===== src/rtl/flex_fifo_if.sv =====
// Request/status bundle of flex_fifo: the host side drives the requests, the FIFO drives data and status.
// Push/pop contract: a push is taken when push && (!is_full || pop), a pop when pop && !is_empty; the rest are rejected.
interface flex_fifo_if #(
  parameter int DATA_W = 32,
  parameter int DEPTH  = 16
);
  localparam int OCP_W = $clog2(DEPTH) + 1;

  logic              clear;
  logic              push;
  logic              pop;
  logic [DATA_W-1:0] dat_in;
  logic [DATA_W-1:0] dat_out;
  logic              is_full;
  logic              is_empty;
  logic              almost_full;
  logic              almost_empty;
  logic [OCP_W-1:0]  ocp;
  logic              overflow;
  logic              underflow;

  modport master (
    output clear, push, pop, dat_in,
    input  dat_out, is_full, is_empty, almost_full, almost_empty, ocp, overflow, underflow
  );

  modport slave (
    input  clear, push, pop, dat_in,
    output dat_out, is_full, is_empty, almost_full, almost_empty, ocp, overflow, underflow
  );
endinterface


===== src/rtl/flex_fifo.sv =====
// Parametrised synchronous FIFO with registered or first-word-fall-through read,
// programmable almost thresholds, synchronous flush and registered overflow/underflow pulses.
module flex_fifo #(
  parameter int DATA_W    = 32,
  parameter int DEPTH     = 16,
  parameter int AF_THRESH = DEPTH - 2,
  parameter int AE_THRESH = 2,
  parameter int FWFT      = 0
) (
  input  logic        CLK,
  input  logic        nRST,
  flex_fifo_if.slave  bus
);
  localparam int PTR_W = $clog2(DEPTH);
  localparam int OCP_W = PTR_W + 1;

  logic [DATA_W-1:0] mem [DEPTH];
  logic [PTR_W-1:0]  wptr;
  logic [PTR_W-1:0]  rptr;
  logic [OCP_W-1:0]  ocp_q;
  logic              overflow_q;
  logic              underflow_q;
  logic              full;
  logic              empty;
  logic              push_ok;
  logic              pop_ok;

  // Pointers wrap explicitly so DEPTH need not be a power of two.
  function automatic logic [PTR_W-1:0] ptr_inc(input logic [PTR_W-1:0] p);
    return (p == PTR_W'(DEPTH - 1)) ? '0 : p + PTR_W'(1);
  endfunction

  assign full    = (ocp_q == OCP_W'(DEPTH));
  assign empty   = (ocp_q == '0);
  assign push_ok = bus.push && (!full || bus.pop);
  assign pop_ok  = bus.pop && !empty;

  always_ff @(posedge CLK or negedge nRST) begin
    if (!nRST) begin
      wptr        <= '0;
      rptr        <= '0;
      ocp_q       <= '0;
      overflow_q  <= 1'b0;
      underflow_q <= 1'b0;
    end else if (bus.clear) begin
      wptr        <= '0;
      rptr        <= '0;
      ocp_q       <= '0;
      overflow_q  <= 1'b0;
      underflow_q <= 1'b0;
    end else begin
      if (push_ok) wptr <= ptr_inc(wptr);
      if (pop_ok)  rptr <= ptr_inc(rptr);
      if (push_ok && !pop_ok)      ocp_q <= ocp_q + OCP_W'(1);
      else if (pop_ok && !push_ok) ocp_q <= ocp_q - OCP_W'(1);
      overflow_q  <= bus.push && full && !bus.pop;
      underflow_q <= bus.pop && empty;
    end
  end

  // Storage is deliberately left unreset; occupancy alone defines valid contents.
  always_ff @(posedge CLK) begin
    if (nRST && !bus.clear && push_ok) mem[wptr] <= bus.dat_in;
  end

  generate
    if (FWFT != 0) begin : g_fwft
      assign bus.dat_out = empty ? '0 : mem[rptr];
    end else begin : g_std
      logic [DATA_W-1:0] dout_q;
      always_ff @(posedge CLK or negedge nRST) begin
        if (!nRST)                   dout_q <= '0;
        else if (!bus.clear && pop_ok) dout_q <= mem[rptr];
      end
      assign bus.dat_out = dout_q;
    end
  endgenerate

  assign bus.ocp          = ocp_q;
  assign bus.is_full      = full;
  assign bus.is_empty     = empty;
  assign bus.almost_full  = (ocp_q >= OCP_W'(AF_THRESH));
  assign bus.almost_empty = (ocp_q <= OCP_W'(AE_THRESH));
  assign bus.overflow     = overflow_q;
  assign bus.underflow    = underflow_q;
endmodule


===== src/flat_wrapper.sv =====
// flat-port wrapper written by rule: the top's interface ports become plain ports
module flex_fifo_flat 
#(
  parameter int DATA_W    = 32,
  parameter int DEPTH     = 16,
  parameter int AF_THRESH = DEPTH - 2,
  parameter int AE_THRESH = 2,
  parameter int FWFT      = 0
)
  (CLK, nRST, bus_clear, bus_push, bus_pop, bus_dat_in, bus_dat_out, bus_is_full, bus_is_empty, bus_almost_full, bus_almost_empty, bus_ocp, bus_overflow, bus_underflow);
  flex_fifo_if #(.DATA_W(DATA_W), .DEPTH(DEPTH)) bus_i ();
  input  logic CLK;
  input  logic nRST;
  input wire logic [$bits(bus_i.clear)-1:0] bus_clear;
  input wire logic [$bits(bus_i.push)-1:0] bus_push;
  input wire logic [$bits(bus_i.pop)-1:0] bus_pop;
  input wire logic [$bits(bus_i.dat_in)-1:0] bus_dat_in;
  output wire logic [$bits(bus_i.dat_out)-1:0] bus_dat_out;
  output wire logic [$bits(bus_i.is_full)-1:0] bus_is_full;
  output wire logic [$bits(bus_i.is_empty)-1:0] bus_is_empty;
  output wire logic [$bits(bus_i.almost_full)-1:0] bus_almost_full;
  output wire logic [$bits(bus_i.almost_empty)-1:0] bus_almost_empty;
  output wire logic [$bits(bus_i.ocp)-1:0] bus_ocp;
  output wire logic [$bits(bus_i.overflow)-1:0] bus_overflow;
  output wire logic [$bits(bus_i.underflow)-1:0] bus_underflow;
  assign bus_i.clear = bus_clear;
  assign bus_i.push = bus_push;
  assign bus_i.pop = bus_pop;
  assign bus_i.dat_in = bus_dat_in;
  assign bus_dat_out = bus_i.dat_out;
  assign bus_is_full = bus_i.is_full;
  assign bus_is_empty = bus_i.is_empty;
  assign bus_almost_full = bus_i.almost_full;
  assign bus_almost_empty = bus_i.almost_empty;
  assign bus_ocp = bus_i.ocp;
  assign bus_overflow = bus_i.overflow;
  assign bus_underflow = bus_i.underflow;
  flex_fifo #(.DATA_W(DATA_W), .DEPTH(DEPTH), .AF_THRESH(AF_THRESH), .AE_THRESH(AE_THRESH), .FWFT(FWFT)) u_core (.CLK(CLK), .nRST(nRST), .bus(bus_i));
endmodule

===== config.mk =====
export PLATFORM = sky130hd
export DESIGN_NAME = flex_fifo_flat
export DESIGN_NICKNAME = d
export VERILOG_FILES = /design/src/rtl/flex_fifo_if.sv /design/src/rtl/flex_fifo.sv /design/src/flat_wrapper.sv
export SDC_FILE = /design/constraint.sdc
export NUM_CORES = 1
export LEC_CHECK = 0
export ABC_AREA = 0
export BUFFER_PORTS_ARGS = -buffer_cell sky130_fd_sc_hd__buf_2
export CAP_MARGIN = 25
export CORE_MARGIN = 5
export CORE_UTILIZATION = 60
export CTS_CLUSTER_DIAMETER = 120
export DETAILED_ROUTE_END_ITERATION = 8
export GPL_ROUTABILITY_DRIVEN = 0
export HOLD_SLACK_MARGIN = 0.05
export PLACE_DENSITY_LB_ADDON = 0.3
export REMOVE_ABC_BUFFERS = 1
export SLEW_MARGIN = 20
export SYNTH_ARGS = -nofsm -noshare
export SYNTH_HDL_FRONTEND = slang
export SYNTH_SLANG_ARGS = --single-unit

===== constraint.sdc =====
create_clock -name CLK -period 10.4 [get_ports CLK]
set_input_delay 1.04 -clock CLK [delete_from_list [all_inputs] [get_ports CLK]]
set_output_delay 1.04 -clock CLK [all_outputs]
set_load 0.01 [all_outputs]

Word-level counts from Yosys, hierarchy flattened
Memory sizes are Yosys's and may differ from the RTL's. A register that Yosys moved wholly into a read port is not among the register bits.
Cells that the tools add are included.
{"block": "classes", "magnitude_cmp": 2, "n_reduce_logical": 22, "muxes": 13, "n_eq_ne": 3, "n_addsub": 4}
{"operator": "2-to-1 mux 4 bit", "count": 6}
{"operator": "2-to-1 mux 5 bit", "count": 3}
{"operator": "logical AND 1 bit", "count": 10}
{"operator": "adder 4 x 1 -> 4 bit (second input constant)", "count": 2}
{"operator": "equality test 4 bit (second input constant)", "count": 2}
{"operator": "zero test 1 bit", "count": 7}
{"operator": "adder 5 x 1 -> 5 bit (second input constant)", "count": 1}
{"operator": "equality test 5 bit (second input constant)", "count": 1}
{"operator": ">= comparator 5 x 4 -> 1 bit (second input constant)", "count": 1}
{"operator": "less-or-equal comparator 5 x 2 -> 1 bit (second input constant)", "count": 1}
{"operator": "zero test 5 bit", "count": 1}
{"operator": "subtractor 5 x 1 -> 5 bit (second input constant)", "count": 1}
{"operator": "2-to-1 mux 1 bit", "count": 4}
{"operator": "nonzero test 2 bit", "count": 2}
{"operator": "nonzero test 3 bit", "count": 1}
{"operator": "logical OR 1 bit", "count": 1}
{"block": "totals", "output_inout_bits": 43, "ramBits": 512, "mem_count": 1, "input_bits": 37, "register_bits": 15, "word_cells": 50}
{"name": "u_core.mem", "words": 16, "word_bits": 32, "rd": 1, "rd_ports_with_merged_regs": 1, "wr": 1, "line_no": "flex_fifo.sv:17", "text": "logic [DATA_W-1:0] mem [DEPTH];"}

Logic depth before layout (Yosys ltp)
{"block": "depth", "ltp_word": 9, "depth_mapped": 9, "mapped_depth_nobuf": 8}

Worst setup path after synthesis
OpenSTA, ideal clock, no wires.
{"block": "synth_timing", "kind": "input-to-reg", "from": "input bus_push", "to": "memory u_core.mem[3][0], enable pin", "slack_ns": 4.918, "required_time_ns": 9.887, "arrival_ns": 4.969, "n_path_buf": 1, "cell_stages": 4, "setup_ns": 0.513, "path_cell_list": "buf_2 -> nor2b_1 -> nand3_1 -> nor4b_1"}
{"block": "synth_via", "elab_chain_cells": 4}
{"item": "from (decl)", "line_no": "flat_wrapper.sv:15", "text": "input wire logic [$bits(bus_i.push)-1:0] bus_push;"}
{"item": "logical AND 1 bit", "line_no": "flex_fifo.sv:35", "text": "assign push_ok = bus.push && (!full || bus.pop);"}
{"item": "logical AND 1 bit", "line_no": "flex_fifo.sv:63", "text": "if (nRST && !bus.clear && push_ok) mem[wptr] <= bus.dat_in;"}
{"item": "2-to-1 mux 1 bit", "line_no": "flex_fifo.sv:63"}
{"item": "2-to-1 mux 1 bit (implied by the code)", "line_no": "flex_fifo.sv:63"}
{"item": "to (decl)", "line_no": "flex_fifo.sv:17"}
No other way between the ends.

Worst setup path after layout
{"block": "layout_timing", "from": "input nRST", "to": "memory u_core.mem[11][9], enable pin"}
{"block": "layout_via", "elab_chain_cells": 4}
{"item": "from (decl)", "line_no": "flat_wrapper.sv:13", "text": "input logic nRST;"}
{"item": "logical AND 1 bit (2 in series)", "line_no": "flex_fifo.sv:63"}
{"item": "2-to-1 mux 1 bit", "line_no": "flex_fifo.sv:63"}
{"item": "2-to-1 mux 1 bit (implied by the code)", "line_no": "flex_fifo.sv:63"}
No other way between the ends.

==> impl_results.md <==
- Mapped Cells: 987
- P_leak: 7.80 nW
- Clock skew: 0.0236 ns
- Inst Count DP: 1505
- Slew headroom: 40.1%
- PwrDens: 215 mW/mm^2
- Post-synth EDFFs: 512
- Largest net degree at the start of global routing: 58
- First-pass GRT wire length: 68.0 mm
- Gr usage total: 22.7%
- Layout cell share with drive strength beyond 1: 32.7%
- Setup Total Neg Slack: 0 ns
- Die area: 0.0404 mm^2
- Sequential area share after synthesis: 75.7%
- Min cycle time layout: 3.34 ns
- Clock power share: 35.1%
- WP data required: 10.61 ns
- Max incr delay on CP: 0.68 ns
- Cell chain of the critical path: buf_2, buf_4, o211a_1, nand2_1, nor3b_2, buf_4
- Rows: 70
- GRT overflow: 0
- Pint: 3.99 mW
- Initial antenna violation count: 4
- Synth Area per Inst: 22.2 um^2
- Final WL: 45.1 mm
- Vias in the first global route: 10600
- Slowest CP cell: nor3b_2
- Worst Setup Start Kind: input pin
- Sw Ratio: 24.5%
- Yosys Warn Count: 0
- Power share of the sequential group: 49.9%
- Core footprint: 0.0363 mm^2
- I/O pins: 80
- Hold Buf Count CTS: 0
- CTS clk-pin slew, worst paths: 0.06 ns
- Share of the synthesized area in the top cell type: 70.3%
- Final Hold Viols: 0
- CTS tree: done
- Setup violators final: 0
- Max cap viols: 0
- CTS Root Cell: clkbuf_16
- Top cell type by total area after synthesis: edfxtp_1
- Main flop type after synthesis: edfxtp_1
- Top cell by count, worst path: buf_4
- DRC errors left: 0
- Post-synth ARST share: 8.41%
- NetSw: 1.30 mW
- GR peak layer: met2
- Crit path DAT: 3.55 ns
- Post-CTS sizing: 0
- Area grow syn2layout: 12.3%
- Via count: 10300
- Max Clk Rate: 300 MHz
- Mapped Area: 0.0219 mm^2
- M1 GR Usage: 33.8%
- DR WL/cell: 28.1 um
- Number of buffers created by CTS: 54
- Finished Layout Cells: 1606
- DRT antenna net count: 0
- DR pass1 iterations: 5
- Hold Crit Class: flop to flop
- Combinational power share: 15.1%
- Post-synthesis cell type count: 48
- IO buf count: 79
- Clk_lat worst skew: 0.59 ns
- CTS sink count: 559
- Bufs on Longest Clock Path: 3
- CP Class: input pin to flop
- Final nets: 1142
- Global routing usage on met3: 4.49%
- Met2 usage: 35.5%
- Total setup buffers inserted after CTS: 0
- Worst-margin pin slew: 0.899 ns
- Pre-CTS WS: 6.44 ns
- Initial Utilization: 60.3%
- Fin crit share: 32.1%
- DP Wirelength: 22.3 mm
- Crit path max fanout: 50
- Yosys reg bits: 559
- Die height: 201 um
- DR iter-0 viols: 903
- Vias per cell: 6.39
- Area contributors post-synth: edfxtp_1 (70%), mux4_2 (13%), dfrtp_1 (5.4%)
- Chip Width: 201 um
- Peak supply drop: 144 uV
- Final WS setup: 7.06 ns
- Outcome: finished clean
- RSZ-0062 raised after global routing: false
- H-tree levels: 2
- Max-slew violation count: 0
- Critical Path Sink Type: flop
==> worst paths after layout <==
kind                       cells after the start  slack (ns)                endpoint              startpoint
setup / recovery                               6        7.06       u_core.mem[11][9]                    nRST
hold / removal                                 2        0.48  u_core.bus.dat_out[24]  u_core.bus.dat_out[24]
setup reg to reg                               5        7.24       u_core.mem[11][9]       u_core.bus.ocp[0]
hold reg to reg                                2        0.48  u_core.bus.dat_out[24]  u_core.bus.dat_out[24]
max in group asynchronous                      2        9.08          u_core.rptr[3]                    nRST
min in group asynchronous                      2        0.65       u_core.bus.ocp[2]                    nRST
==> worst max-delay path, delay by kind of cell <==
family | cells | cell delay (ns)
AOI/OAI and AO/OA | 1 | 0.33
buffers and inverters | 3 | 1.31
and+or+nand+nor | 2 | 0.81
==> kinds of logic (layout without fill, tap and decap cells) <==
kind of cell               after synthesis  count (layout)  share of synthesized area (%)
AOI/OAI and AO/OA                       65              65                           3.42
xor gates and xnor gates                 3               3                          0.120
adders and majority gates               10              10                          0.607
buffers and inverters                   61             210                           1.77
DFF                                    559             559                           75.7
muxes                                  197             197                           16.4
other                                    0               2                              0
and+or+nand+nor                         92              92                           2.02
==> cell usage after synthesis, types with 2 or more instances <==
cell type	number
edfxtp_1	512
mux4_2	128
mux2i_1	65
dfrtp_1	47
nand2_1	42
o221ai_2	31
buf_2	19
nor2_1	18
buf_6	17
clkbuf_1	17
a21oi_1	10
ha_1	9
inv_1	5
nand2b_1	5
nand3_1	5
nor3_1	5
a21o_1	4
mux2_1	4
nor2b_1	3
o211ai_2	3
o21ai_1	3
a311o_1	2
a31oi_1	2
and3_1	2
buf_4	2
nand2_2	2
o21ai_4	2
or4_1	2
xnor2_1	2
==> final cells by class <==
type,instances,area (um^2)
clock inverters,22,206
multi-input cells,367,5030
clock buffers,75,1480
fillers,2273,11700
well taps,468,586
diodes,2,5.00
repair buffers,108,658
inverters,5,18.8
flip-flops and latches,559,16600
==> per-stage QoR <==
stage / instance area, um^2 / hold slack [ns] / power, mW / util [%]
after floorplan: 21500 / 0.524 / 3.28 / -
after global placement: 22800 / 0.470 / 3.45 / 62.9
after detailed placement: 22800 / 0.466 / 3.48 / 62.9
after CTS: 24500 / 0.484 / 5.33 / 67.6
after global routing: 24500 / 0.499 / 5.51 / 67.7
final: 24500 / 0.485 / 5.29 / 67.7
==> cells in the final DEF, fill, tap and decap left out, types with 4 or more instances in the layout <==
cell and count:
a21o_1 4, a21oi_1 10, buf_2 79, buf_4 26, clkbuf_1 17, clkbuf_16 55, clkinv_1 8, clkinv_2 7
dfrtp_1 44, edfxtp_1 512, ha_1 9, inv_1 5, mux2_1 4, mux2i_1 65, mux4_2 128, nand2_1 42
nand2b_1 5, nand3_1 5, nor2_1 8, nor2_4 10, nor3_2 4, o221ai_2 31
==> layer usage <==
metal  part of all wire (%)  wire length, um
met1                     41            18700
met2                     49            21900
met3                    7.9             3550
met4                    2.1              938
met5                  0.047               21
==> state kept, by name (all words and copies together), names as in the netlist <==
| register | cells |
|---|---|
| u_core.wptr | 4 |
| u_core.bus.dat_out | 32 |
| u_core.rptr | 4 |
| u_core.bus.underflow | 1 |
| u_core.bus.overflow | 1 |
| u_core.mem | 512 |
| u_core.bus.ocp | 5 |
==> power by group through the flow <==
stage          clock (mW)  sequential (mW)  combinational (mW)
2_1_floorplan           0             2.75               0.533
6_report             1.85             2.64               0.797
4_1_cts              1.89             2.66               0.780
5_1_grt              1.98             2.65               0.875
3_5_place_dp            0             2.70               0.774
3_3_place_gp            0             2.70               0.752
(Power assumes the default switching activity.)
